<file path="config.mk">
export PLATFORM = sky130hd
export DESIGN_NAME = updown_counter_flat
export DESIGN_NICKNAME = d
export VERILOG_FILES = /design/src/rtl/updown_counter_if.sv /design/src/rtl/updown_counter.sv /design/src/flat_wrapper.sv
export SDC_FILE = /design/constraint.sdc
export NUM_CORES = 1
export LEC_CHECK = 0
export CORE_MARGIN = 2
export CORE_UTILIZATION = 48
export DETAILED_ROUTE_END_ITERATION = 7
export PLACE_DENSITY = 0.79
export REMOVE_ABC_BUFFERS = 1
export SETUP_SLACK_MARGIN = 0.3
export SLEW_MARGIN = 20
export SYNTH_ARGS = -nofsm -noshare
export SYNTH_HDL_FRONTEND = slang
export SYNTH_SLANG_ARGS = --single-unit
</file>
<file path="constraint.sdc">
create_clock -name clk -period 2.4 [get_ports clk]
set_clock_uncertainty 0.2 [all_clocks]
set_input_delay 0.36 -clock clk [delete_from_list [all_inputs] [get_ports clk]]
set_output_delay 0.36 -clock clk [all_outputs]
set_load 0.1 [all_outputs]
</file>
<file path="src/rtl/updown_counter_if.sv">
// Control/status bundle for updown_counter: mode, preset, carry-in and ovf clear in; count, carry-out and ovf out.
// Latency: n/a (wires only); no backpressure.
interface updown_counter_if #(
    parameter int WIDTH = 8
);
    logic [1:0]       mode;
    logic [WIDTH-1:0] preset;
    logic             cin;
    logic             clr_ovf;
    logic [WIDTH-1:0] out;
    logic             cout;
    logic             ovf;

    modport master (
        output mode, preset, cin, clr_ovf,
        input  out, cout, ovf
    );

    modport slave (
        input  mode, preset, cin, clr_ovf,
        output out, cout, ovf
    );
endinterface

</file>
<file path="src/rtl/updown_counter.sv">
// Up/down modulo counter 0..MAXVAL with clamped load, cascade carry and sticky ovf; UPDOWN_COUNTER_SATURATE_EN saturates instead of wrapping.
// Latency: out/ovf registered (1 clk), cout combinational; no backpressure, cin is the only count enable.
module updown_counter #(
    parameter int               WIDTH  = 8,
    parameter logic [WIDTH-1:0] MAXVAL = {WIDTH{1'b1}}
) (
    input  logic clk,
    input  logic reset,
    updown_counter_if.slave bus
);
    localparam logic [1:0] MODE_HOLD = 2'b00;
    localparam logic [1:0] MODE_DOWN = 2'b01;
    localparam logic [1:0] MODE_UP   = 2'b10;
    localparam logic [1:0] MODE_LOAD = 2'b11;

    logic [WIDTH-1:0] cnt_q;
    logic [WIDTH-1:0] cnt_d;
    logic             ovf_q;
    logic             ovf_d;
    logic             at_max;
    logic             at_zero;
    logic             count_up;
    logic             count_down;
    logic             term_hit;

    // Anything above MAXVAL is treated as MAXVAL so a corrupted count still terminates.
    assign at_max     = (cnt_q >= MAXVAL);
    assign at_zero    = (cnt_q == '0);
    assign count_up   = bus.cin && (bus.mode == MODE_UP);
    assign count_down = bus.cin && (bus.mode == MODE_DOWN);
    assign term_hit   = (count_up && at_max) || (count_down && at_zero);

    always_comb begin
        cnt_d = cnt_q;
        case (bus.mode)
            MODE_LOAD: cnt_d = (bus.preset > MAXVAL) ? MAXVAL : bus.preset;
            MODE_UP: begin
                if (bus.cin) begin
`ifdef UPDOWN_COUNTER_SATURATE_EN
                    cnt_d = at_max ? MAXVAL : cnt_q + 1'b1;
`else
                    cnt_d = at_max ? '0 : cnt_q + 1'b1;
`endif
                end
            end
            MODE_DOWN: begin
                if (bus.cin) begin
`ifdef UPDOWN_COUNTER_SATURATE_EN
                    cnt_d = at_zero ? '0 : (at_max ? MAXVAL : cnt_q) - 1'b1;
`else
                    cnt_d = at_zero ? MAXVAL : (at_max ? MAXVAL : cnt_q) - 1'b1;
`endif
                end
            end
            MODE_HOLD: cnt_d = cnt_q;
            default:   cnt_d = cnt_q;
        endcase
    end

    // A terminal hit on the same edge as clr_ovf leaves ovf set.
    assign ovf_d = term_hit || (ovf_q && !bus.clr_ovf);

    always_ff @(posedge clk or posedge reset) begin
        if (reset) begin
            cnt_q <= '0;
            ovf_q <= 1'b0;
        end else begin
            cnt_q <= cnt_d;
            ovf_q <= ovf_d;
        end
    end

    assign bus.out  = cnt_q;
    assign bus.ovf  = ovf_q;
    assign bus.cout = term_hit;
endmodule

</file>
<file path="src/flat_wrapper.sv">
// flat-port wrapper written by rule: the top's interface ports become plain ports
module updown_counter_flat 
#(
    parameter int               WIDTH  = 8,
    parameter logic [WIDTH-1:0] MAXVAL = {WIDTH{1'b1}}
)
  (clk, reset, bus_mode, bus_preset, bus_cin, bus_clr_ovf, bus_out, bus_cout, bus_ovf);
  updown_counter_if #(.WIDTH(WIDTH)) bus_i ();
  input  logic clk;
  input  logic reset;
  input wire logic [$bits(bus_i.mode)-1:0] bus_mode;
  input wire logic [$bits(bus_i.preset)-1:0] bus_preset;
  input wire logic [$bits(bus_i.cin)-1:0] bus_cin;
  input wire logic [$bits(bus_i.clr_ovf)-1:0] bus_clr_ovf;
  output wire logic [$bits(bus_i.out)-1:0] bus_out;
  output wire logic [$bits(bus_i.cout)-1:0] bus_cout;
  output wire logic [$bits(bus_i.ovf)-1:0] bus_ovf;
  assign bus_i.mode = bus_mode;
  assign bus_i.preset = bus_preset;
  assign bus_i.cin = bus_cin;
  assign bus_i.clr_ovf = bus_clr_ovf;
  assign bus_out = bus_i.out;
  assign bus_cout = bus_i.cout;
  assign bus_ovf = bus_i.ovf;
  updown_counter #(.WIDTH(WIDTH), .MAXVAL(MAXVAL)) u_core (.clk(clk), .reset(reset), .bus(bus_i));
endmodule
</file>
==> metrics.md, run 1 <==
| Metric | Value |
|---|---|
| Area delta synth->final | `59.81%` |
| Detail Route Antenna Nets | `0` |
| Synth top area share | `24.69%` |
| Critical Path, Cell by Cell | `inv_2, ha_4, and4bb_2, and2_4, o21bai_4, and2_4, buf_12` |
| Gpl congestion | `0.9654` |
| Worst setup SP type | `flop` |
| Dpl cells | `165` |
| Wire per inst | `20.24 um` |
| Final setup vio count | `0` |
| Critical path arrival | `1.83 ns` |
| Vias in the first global route | `about 1,100` |
| Syn Inst Count | `109` |
| Ant. Diodes | `0` |
| Post-synthesis sequential area ratio | `between 20% and 30%` |
| Hold Crit Class | `in -> async` |
| Vias/cell | `6.853` |
| Final worst path period share | `99.75%` |
| CTS tree | `done` |
| GR peak layer | `met2` |
| Fmax | `417.7 MHz` |
| Final Hold Vio Count | `0` |
| Pwr/cell area | `729.7 nW/um2` |
| Final hold slack | `around 0.16 ns` |
| Final Critical Period | `2.394 ns` |
| Synth async-reset ratio | `100.0%` |
| RSZ-0062 raised after global routing | `yes` |
| CTS sink cnt | `9` |
| Number of synthesized flops with an enable pin | `0` |
| CTS Root Cell | `clkbuf_4` |
| Final HPWL DP | `2082 um` |
| Setup crit end kind | `output pin` |
| CP max stage delay | `0.45 ns` |
| Post-route DRC | `0` |
| Initial antenna violation count | `0` |
| Synth area leaders | `dfrtp_1 (25%), ha_1 (6.9%), inv_1 (4.5%)` |
| Total routed wirelength | `3724 um` |
| # rows | `15` |
| Avg Cell Area, Syn | `8.368 um2` |
| Worst slew margin | `58.72%` |
| FF-to-FF setup slack | `0.006 ns` |
| Cell Count, Final, Fillers Out | `184` |
| Max Cap Violations | `0` |
| Grt ovf | `0` |
| Area occupied by multi-input gates | `671.9 um2` |
| Ports | `24` |
| Post-synth cell types | `46` |
| Area leader, netlist | `dfrtp_1` |
| Chip width | `~48 um` |
| WS Path Type | `reg -> out` |
| Fillers | `125` |
| Reg2reg start | `u_core.bus.out[0]` |
| Largest fanout on the critical path | `3` |
| First-pass GRT wire length | `between 5000 and 6000 um` |
| Initial DRT Pass Iterations | `6` |
| Pins Over Slew Limit | `0` |
| Slowest-stage cell, CP | `dfrtp_1` |
| Starting Density | `51.70%` |
| GR Layer Usage met1 | `42.89%` |
| Status | `finished clean` |
| Required @ worst endpoint | `1.84 ns` |
| Met2 Use GR | `between 50% and 60%` |
| CTS H-Tree Depth | `1` |
| DIE HEIGHT | `47.59 um` |
| Share of layout cells above drive strength 1 | `44.03%` |
| Clock-pin slew on the worst setup and hold paths | `0.07 ns` |
| Peak VDD IR | `0.0006039 V` |
| Worst setup path start | `u_core.bus.out[0]` |
| Met3 usage | `roughly 6.8%` |
| Total clock buffers created by CTS | `3` |
| CTS Buffer Depth | `2` |
| Cts hold-fix bufs | `0` |
| Core Box Area | `1764 um2` |
| Top FF cell, synth | `dfrtp_1` |
| Gr usage total | `about a third` |
| Clock Latency Late Sink | `approximately 0.27 ns` |
| Largest net degree at the start of global routing | `13` |
| Yosys reg bits | `9` |
| Synth warn | `0` |
| Crit-path most repeated cell | `and2_4` |
| Die footprint | `2265 um2` |
| Leakage | `0.6328 nW` |
| Cell Area, Synth | `912.1 um2` |
| Final nets | `179` |
| Worst-margin pin slew | `0.6179 ns` |
| Register area | `227.7 um2` |
| Iter 0 DRT Violations | `between 100 and 150` |
| Port Buf Inserts | `23` |
| Via Count | `1,261` |
==> cell usage in the layout (no fill, tap or decap), drive strengths merged, types with 2 or more instances in the layout <==
| master | instances |
|---|---|
| a21oi | 4 |
| a221o | 2 |
| a311oi | 2 |
| a31oi | 3 |
| and2 | 2 |
| and3 | 2 |
| buf | 42 |
| clkbuf | 4 |
| clkdlybuf4s50 | 11 |
| dfrtp | 9 |
| dlygate4sd2 | 2 |
| ha | 5 |
| inv | 11 |
| mux2i | 2 |
| nand2 | 5 |
| nand3 | 7 |
| nand4 | 3 |
| nor2 | 7 |
| nor3 | 2 |
| nor4 | 2 |
| o2111ai | 3 |
| o211ai | 3 |
| o21ai | 2 |
| o21bai | 2 |
| o221ai | 2 |
| o311a | 2 |
| or2 | 2 |
==> logic make-up after synthesis <==
logic type,after synthesis,share of synthesized area [%]
AO/OA/AOI/OAI,36,31.55
adder cells (fa/ha/maj),5,6.859
multiplexers,2,2.195
AND/OR/NAND/NOR,37,23.87
flip-flops,9,24.69
buffers and inverters,20,10.84
==> layer usage <==
metal	up-vias	wire length, um
met5	-	0
met4	0	201
met3	37	400
met2	107	1680
met1	596	1442
li1	521	-
==> through the flow <==
| stage | worst slack [ns] | total power, mW | cell area, um2 | util, % | TNS (ns) |
|---|---|---|---|---|---|
| detailed placement | -0.1832 | 0.7796 | 1231 | 69.79 | -0.2231 |
| global placement | -0.1458 | 0.7692 | 1231 | 69.79 | -0.1458 |
| floorplan | -0.8358 | 0.6082 | 854.6 | - | -1.660 |
| finish | 0.006116 | 1.064 | 1458 | 82.62 | 0 |
| CTS | 0.08426 | 0.9940 | 1429 | 80.99 | 0 |
| global route | -0.01678 | 1.099 | 1458 | 82.62 | -0.03119 |
==> report_power, final <==
group,switching (mW),internal [mW]
Sequential,0.0732,0.181
Clock,0.0646,0.0645
Combinational,0.435,0.246
Total,0.572,0.491
==> cells in the mapped netlist, drive strengths merged, types with 2 or more instances <==
cell	count
nor4	2
a221o	2
nand3	7
a21oi	4
a311oi	2
and3	2
o21bai	2
ha	5
o311a	2
o221ai	2
buf	6
nor2	7
a31oi	3
clkbuf	3
o211ai	3
mux2i	2
dfrtp	9
nor3	2
nand4	3
and2	2
o21ai	2
nand2	5
inv	11
or2	2
o2111ai	3
==> critical path: cells and delay by family, from the launching register on <==
family / cells / cell delay (ns)
and+or+nand+nor: 3 / 0.55
DFF: 1 / 0.45
buffers and inverters: 2 / 0.24
AOI/OAI and AO/OA: 1 / 0.17
adders and majority gates: 1 / 0.16
==> layout make-up <==
class,count,area share [%]
multi-input combinational,80,46.09
timing repair buffer,55,31.50
sequential,9,15.62
inverter,11,2.833
tap,25,2.146
clock buffer,4,1.803
==> repair_timing <==
item,4_1_cts,5_1_grt
buffers inserted,15,0
setup endpoints to repair,5,5
pin swaps,3,2
resized for setup,18,6
==> final timing paths <==
check / endpoint / depth (start not counted)
max: bus_cout / 7
min: u_core.bus.out[6] / 2
max reg2reg: u_core.bus.out[3] / 12
min reg2reg: u_core.bus.ovf / 1
max in group asynchronous: u_core.bus.out[1] / 2
min in group clk: u_core.bus.ovf / 1
==> state kept, by name (all words and copies together) (netlist names) <==
register,cells
u_core.bus.ovf,1
u_core.bus.out,8
No activity file was read; power rests on OpenSTA's default activity.
==> run 2, diff against run 1 <==
--- a/config.mk
+++ b/config.mk
@@ -5,10 +5,12 @@
 export SDC_FILE = /design/constraint.sdc
 export NUM_CORES = 1
 export LEC_CHECK = 0
+export CELL_PAD_IN_SITES_DETAIL_PLACEMENT = 1
+export CELL_PAD_IN_SITES_GLOBAL_PLACEMENT = 1
 export CORE_MARGIN = 2
-export CORE_UTILIZATION = 48
+export CORE_UTILIZATION = 35
 export DETAILED_ROUTE_END_ITERATION = 7
-export PLACE_DENSITY = 0.79
+export PLACE_DENSITY_LB_ADDON = 0.1
 export REMOVE_ABC_BUFFERS = 1
 export SETUP_SLACK_MARGIN = 0.3
 export SLEW_MARGIN = 20
==> run 2 against run 1 <==
Net effect:
- non-clock buffer count up 1
- total power fell by 2.2%
- sequential cell count did not move
- register-to-register slack improved by 0.35 ns
- worst setup slack better by 0.028 ns
- critical path type unchanged
==> metrics.md, run 2 (synthesis results as in run 1) <==
| Metric | Value |
|---|---|
| Fmax | `422.7 MHz (was 417.7 MHz)` |
| Hold Crit Class | `in -> async (unchanged)` |
| Cell Count, Final, Fillers Out | `190 (was 184)` |
| Most frequent cells in the layout | `buf_4 (40), clkdlybuf4s50_1 (11), inv_1 (9), dfrtp_1 (9), nor2_1 (7) (was buf_4 (40), clkdlybuf4s50_1 (11), inv_1 (8))` |
| CTS Buffer Depth | `2 (unchanged)` |
| Clock Latency Late Sink | `0.27 ns (about the same)` |
| Pins Over Slew Limit | `0 (unchanged)` |
| Area occupied by multi-input gates | `665.6 um2 (was 671.9 um2)` |
| Via Count | `1,125 (was 1,261)` |
| Finished Cell Area | `1466 um2 (was 1458 um2)` |
| Initial DRT Pass Iterations | `4 (was 6)` |
| Final HPWL DP | `2578 um (was 2082 um)` |
| Core Box Area | `2477 um2 (was 1764 um2)` |
| Largest fanout on the critical path | `2 (was 3)` |
| WS Path Type | `reg -> out (unchanged)` |
| Worst setup SP type | `flop (unchanged)` |
| Post-route setup slack | `0.03428 ns (was 0.006116 ns)` |
| FF-to-FF setup slack | `0.36 ns (was 0.006 ns)` |
| Post-route DRC | `0 (unchanged)` |
| Starting Density | `36.82% (was 51.70%)` |
| CTS Root Cell | `clkbuf_4 (unchanged)` |
| Final worst path period share | `98.57% (was 99.75%)` |
| Sw frac | `53.38% (was 53.81%)` |
| Detail Route Antenna Nets | `0 (unchanged)` |
| Critical Path, Cell by Cell | `inv_2, ha_4, and4bb_2, and2_4, o21bai_4, and2_4, buf_12 (unchanged)` |
| Register area | `225.2 um2 (was 227.7 um2)` |
| Area delta synth->final | `60.77% (was 59.81%)` |
| Post-Place Cell Area | `1290 um2 (was 1231 um2)` |
| Clk pwr share | `12.3% (was 12.1%)` |
| Worst-margin pin slew | `0.4978 ns (was 0.6179 ns)` |
| P_int | `0.4852 mW (was 0.4913 mW)` |
| Vias/cell | `5.921 (was 6.853)` |
| Iter 0 DRT Violations | `18 (was 141)` |
| Critical path arrival | `1.81 ns (was 1.83 ns)` |
| Combinational group share of total power | `66.5% (was 64.0%)` |
| Slowest-stage cell, CP | `dfrtp_1 (unchanged)` |
| Port Buf Inserts | `23 (unchanged)` |
| Ant. Diodes | `0 (unchanged)` |
| DIE HEIGHT | `55.05 um (was 47.59 um)` |
| Largest net degree at the start of global routing | `11 (was 13)` |
| Commonest non-fill, non-tap cell in the layout | `buf_4 (unchanged)` |
| Peak VDD IR | `0.0006897 V (was 0.0006039 V)` |
| Crit-path most repeated cell | `and2_4 (unchanged)` |
| Fillers | `307 (was 125)` |
| Total routed wirelength | `3868 um (was 3724 um)` |
| Share of layout cells above drive strength 1 | `41.88% (was 44.03%)` |
| Gr usage total | `27.07% (was 33.15%)` |
| CTS sink cnt | `9 (unchanged)` |
| Total clock buffers created by CTS | `3 (unchanged)` |
| Gpl congestion | `0.8973 (was 0.9654)` |
| Required @ worst endpoint | `1.84 ns (about the same)` |
| Status | `finished clean (unchanged)` |
| RSZ-0062 raised after global routing | `yes (unchanged)` |
| Vias in the first global route | `1,077 (was 1,054)` |
| Switching power total | `0.5555 mW (was 0.5724 mW)` |
| Post-place setup slack | `-0.2282 ns (was -0.1832 ns)` |
| Max Cap Violations | `0 (unchanged)` |
| CP max stage delay | `0.39 ns (was 0.45 ns)` |
| Max reg flops | `8 (unchanged)` |
| Final nets | `180 (was 179)` |
| # rows | `18 (was 15)` |
| Final Hold Vio Count | `0 (unchanged)` |
| Initial antenna violation count | `0 (unchanged)` |
| Wire per inst | `20.36 um (was 20.24 um)` |
| Clock-pin slew on the worst setup and hold paths | `0.07 ns (about the same)` |
| Setup crit end kind | `output pin (unchanged)` |
| Ports | `24 (unchanged)` |
| Leakage | `0.6466 nW (was 0.6328 nW)` |
| First-pass GRT wire length | `5678 um (was 5037 um)` |
| Pwr/cell area | `709.7 nW/um2 (was 729.7 nW/um2)` |
| Die footprint | `3031 um2 (was 2265 um2)` |
| Final Critical Period | `2.366 ns (was 2.394 ns)` |
| Final setup vio count | `0 (unchanged)` |
| Chip width | `55.05 um (was 47.59 um)` |
| Sequential power share | `21.2% (was 23.9%)` |
| CTS H-Tree Depth | `1 (unchanged)` |
| Grt ovf | `0 (unchanged)` |
| Worst slew margin | `66.53% (was 58.72%)` |
| CTS tree | `done (unchanged)` |
| Dpl cells | `177 (was 165)` |
[run 2: worst paths after layout]
kind | endpoint | from | depth (start not counted)
max | bus_cout | u_core.bus.out[0] | 7
min | u_core.bus.ovf | reset | 2
max reg2reg | u_core.bus.out[4] | u_core.bus.out[0] | 9
min reg2reg | u_core.bus.ovf | u_core.bus.ovf | 1
max in group asynchronous | u_core.bus.out[5] | reset | 2
min in group clk | u_core.bus.ovf | u_core.bus.ovf | 1
[run 2: repair_timing]
action / CTS / global route
pin swaps: 3 / 2
hold buffers: 0 / 0
cloned: 0 / 0
setup endpoints to repair: 7 / 4
gates resized for setup: 17 / 4
buffers inserted: 7 / 2
[run 2: layout make-up]
class	instances	share of cell area [%]
multi-input cells	80	45.39
repair buffers	56	32.08
clock buffers	4	1.792
well taps	30	2.560
flip-flops and latches	9	15.36
inverters	11	2.816
[run 2: metrics by stage]
stage               utilization (%)    TNS, ns  hold slack (ns)  total power, mW
global route                  59.19  -0.004276           0.2070            1.089
detailed placement            52.07    -0.4240           0.3280           0.8237
floorplan                         -     -1.660         -0.01208           0.6082
global placement              52.07    -0.2056           0.2957           0.8118
CTS                           57.73          0           0.1785            1.011
finish                        59.19          0           0.1699            1.041
[run 2: worst max-delay path: cells and delay by family (launching register included)]
kind / cells / cell delay (ns)
compound gates: 1 / 0.17
fa+ha+maj: 1 / 0.15
buf+inv: 2 / 0.23
flops: 1 / 0.39
simple gates: 3 / 0.60
[run 2: power by group through the flow]
stage / Combinational, mW / Sequential (mW) / Clock [mW]
after floorplan: 0.160 / 0.449 / 0
after global placement: 0.595 / 0.217 / 0
after detailed placement: 0.605 / 0.219 / 0
after CTS: 0.666 / 0.212 / 0.133
after global routing: 0.725 / 0.224 / 0.140
final: 0.692 / 0.221 / 0.128
[run 2: per-layer routing]
metal | global-route usage [%] | vias to the layer above | part of all wire [%]
li1 | - | 521 | -
met4 | 7.724 | 0 | 0.65
met3 | 4.570 | 2 | 4.8
met2 | 47.22 | 44 | 50
met1 | 34.04 | 558 | 44
met5 | 0 | - | 0
==> run 3, diff against run 2 <==
--- a/config.mk
+++ b/config.mk
@@ -5,12 +5,10 @@
 export SDC_FILE = /design/constraint.sdc
 export NUM_CORES = 1
 export LEC_CHECK = 0
-export CELL_PAD_IN_SITES_DETAIL_PLACEMENT = 1
-export CELL_PAD_IN_SITES_GLOBAL_PLACEMENT = 1
 export CORE_MARGIN = 2
-export CORE_UTILIZATION = 35
+export CORE_UTILIZATION = 25
+export CTS_CLUSTER_SIZE = 10
 export DETAILED_ROUTE_END_ITERATION = 7
-export PLACE_DENSITY_LB_ADDON = 0.1
 export REMOVE_ABC_BUFFERS = 1
 export SETUP_SLACK_MARGIN = 0.3
 export SLEW_MARGIN = 20
==> run 3 against run 2 <==
Net effect:
- critical path depth unchanged
- clock power fell by 4%
- final cell count grew 6.3%
- non-clock buffer count is 4 lower
- via count is 3.2% lower
- sequential cell count unchanged
- first-iteration DRC count grew to 4.2 times the previous value
- global-route usage shrank 11 points
- highest routed layer unchanged
==> metrics.md, run 3 (synthesis results as in run 1) <==
| Metric | Value |
|---|---|
| CTS Root Cell | `clkbuf_4 (unchanged)` |
| CTS sink cnt | `9 (unchanged)` |
| Most frequent cells in the layout | `buf_4 (38), clkdlybuf4s50_1 (11), inv_1 (9) (was buf_4 (40), clkdlybuf4s50_1 (11), inv_1 (9), dfrtp_1 (9), nor2_1 (7))` |
| Gpl congestion | `0.9300 (was 0.8973)` |
| Via Count | `1,089 (was 1,125)` |
| Final worst path period share | `96.12% (was 98.57%)` |
| Total routed wirelength | `3097 um (was 3868 um)` |
| Post-Route M1 WL | `1361 um (was 1719 um)` |
| Hold Crit Class | `in -> async (unchanged)` |
| Status | `finished clean (unchanged)` |
| Critical path arrival | `1.75 ns (was 1.81 ns)` |
| Max Cap Violations | `0 (unchanged)` |
| Gr usage total | `15.65% (was 27.07%)` |
| Share of layout cells above drive strength 1 | `42.31% (was 41.88%)` |
| Final Critical Period | `2.307 ns (was 2.366 ns)` |
| WS Path Type | `reg -> out (unchanged)` |
| Setup crit end kind | `output pin (unchanged)` |
| Crit-path most repeated cell | `and2_4 (unchanged)` |
| Ant. Diodes | `0 (unchanged)` |
| Area delta synth->final | `57.89% (was 60.77%)` |
| Pins Over Slew Limit | `0 (unchanged)` |
| Critical Path, Cell by Cell | `inv_2, ha_4, and4bb_2, and2_4, o21bai_4, and2_4, buf_12 (unchanged)` |
| Slowest-stage cell, CP | `dfrtp_2 (was dfrtp_1)` |
| Port Buf Inserts | `23 (unchanged)` |
| Iter 0 DRT Violations | `76 (was 18)` |
| # rows | `21 (was 18)` |
| Worst reg2reg path endpoint | `u_core.bus.out[7] (was u_core.bus.out[4])` |
| Design Power | `0.9835 mW (was 1.041 mW)` |
| Vias in the first global route | `1,068 (was 1,077)` |
| Post-Place Cell Area | `1272 um2 (was 1290 um2)` |
| Starting Density | `26.70% (was 36.82%)` |
| WL met2 | `1452 um (was 1936 um)` |
| Ports | `24 (unchanged)` |
| Final setup vio count | `0 (unchanged)` |
| Post-route DRC | `0 (unchanged)` |
| Largest fanout on the critical path | `4 (was 2)` |
| Total clock buffers created by CTS | `3 (unchanged)` |
| Pwr/cell area | `682.9 nW/um2 (was 709.7 nW/um2)` |
| Chip width | `64.40 um (was 55.05 um)` |
| R2r worst-path depth | `6 (was 9)` |
| Fmax | `433.5 MHz (was 422.7 MHz)` |
| Final nets | `176 (was 180)` |
| Worst setup SP type | `flop (unchanged)` |
| Initial DRT Pass Iterations | `5 (was 4)` |
| Die footprint | `4147 um2 (was 3031 um2)` |
| Detail Route Antenna Nets | `0 (unchanged)` |
| Clock-pin slew on the worst setup and hold paths | `0.07 ns (about the same)` |
| RSZ-0062 raised after global routing | `yes (unchanged)` |
| Vias/cell | `5.391 (was 5.921)` |
| Clock Latency Late Sink | `0.27 ns (about the same)` |
| Required @ worst endpoint | `1.84 ns (about the same)` |
| CTS tree | `done (unchanged)` |
| Finished Cell Area | `1440 um2 (was 1466 um2)` |
| Reg2reg start | `u_core.bus.out[0] (unchanged)` |
| Peak VDD IR | `0.0002404 V (was 0.0006897 V)` |
| CTS Buffer Depth | `2 (unchanged)` |
| Largest net degree at the start of global routing | `11 (unchanged)` |
| Top routing layer in use | `met4 (unchanged)` |
| FF-to-FF setup slack | `0.43 ns (was 0.36 ns)` |
| Core Box Area | `3416 um2 (was 2477 um2)` |
| Final HPWL DP | `2190 um (was 2578 um)` |
| Worst slew margin | `58.52% (was 66.53%)` |
| Max reg flops | `8 (unchanged)` |
| Grt ovf | `0 (unchanged)` |
| Final Hold Vio Count | `0 (unchanged)` |
| Fillers | `355 (was 307)` |
| First-pass GRT wire length | `5057 um (was 5678 um)` |
| Commonest non-fill, non-tap cell in the layout | `buf_4 (unchanged)` |
| Cts hold-fix bufs | `0 (unchanged)` |
| CP max stage delay | `0.40 ns (was 0.39 ns)` |
| Routed met3 length | `176 um (was 187 um)` |
| DIE HEIGHT | `64.40 um (was 55.05 um)` |
| CTS H-Tree Depth | `1 (unchanged)` |
| Wire per inst | `15.33 um (was 20.36 um)` |
| Leakage | `0.6168 nW (was 0.6466 nW)` |
| Worst-margin pin slew | `0.6209 ns (was 0.4978 ns)` |
| Initial antenna violation count | `0 (unchanged)` |
## run 3: cell types whose count changed in the layout (fill, tap and decap cells not counted), sizes merged
cell  before  now
buf       43   39
## run 3: per-stage QoR
step / setup TNS [ns] / setup WS, ns / utilization (%) / hold slack [ns] / instances
5_1_grt: 0 / 0.03366 / 42.16 / 0.2134 / 202
6_report: 0 / 0.09324 / 42.16 / 0.1679 / 202
3_3_place_gp: -0.2221 / -0.1623 / 37.25 / 0.2935 / 188
2_1_floorplan: -1.660 / -0.8358 / - / -0.01208 / 100
4_1_cts: 0 / 0.07896 / 41.58 / 0.1852 / 200
3_5_place_dp: -0.2758 / -0.1868 / 37.25 / 0.3098 / 188
## run 3: critical path, delay by kind of cell, from the launching register on
family / cells / cell delay (ns)
AO/OA/AOI/OAI: 1 / 0.16
adder cells (fa/ha/maj): 1 / 0.15
buffers and inverters: 2 / 0.22
AND/OR/NAND/NOR: 3 / 0.55
flip-flops: 1 / 0.40
## run 3: metal layers
metal / track usage [%] / vias to the layer above
li1: - / 511
met5: 0 / -
met4: 7.979 / 0
met2: 26.17 / 49
met1: 20.41 / 518
met3: 0.7042 / 11
## run 3: report_power, final
group / leakage [nW] / internal (mW) / total [mW] / switching (mW)
clock: 0.0150 / 0.0644 / 0.123 / 0.0587
sequential: 0.104 / 0.183 / 0.239 / 0.0561
combinational: 0.498 / 0.217 / 0.622 / 0.405
## run 3: layout make-up
cell class / instances / area (um2) / share of cell area [%]
tap: 46 / 57.56 / 3.997
sequential: 9 / 230.2 / 15.99
timing repair buffer: 52 / 432.9 / 30.06
clock buffer: 4 / 26.28 / 1.825
multi-input combinational: 80 / 651.9 / 45.27
inverter: 11 / 41.29 / 2.867
## run 3: worst max path at each step
stage,slack (ns),to,depth (start not counted),start
final,0.09,bus_cout,7,u_core.bus.out[1]
after global routing,0.03,bus_cout,7,u_core.bus.out[0]
after CTS,0.08,bus_cout,7,u_core.bus.out[1]
after detailed placement,-0.19,bus_cout,8,bus_mode[1]
after global placement,-0.16,bus_cout,8,bus_mode[1]
after floorplan,-0.84,bus_cout,5,u_core.bus.out[0]
## run 3: timing repair
| action | 4_1_cts | 5_1_grt |
|---|---|---|
| gates cloned | 0 | 0 |
| setup buffers | 8 | 2 |
| endpoints found under the setup margin | 5 | 2 |
| pin swaps | 2 | 3 |
| resized for setup | 19 | 2 |
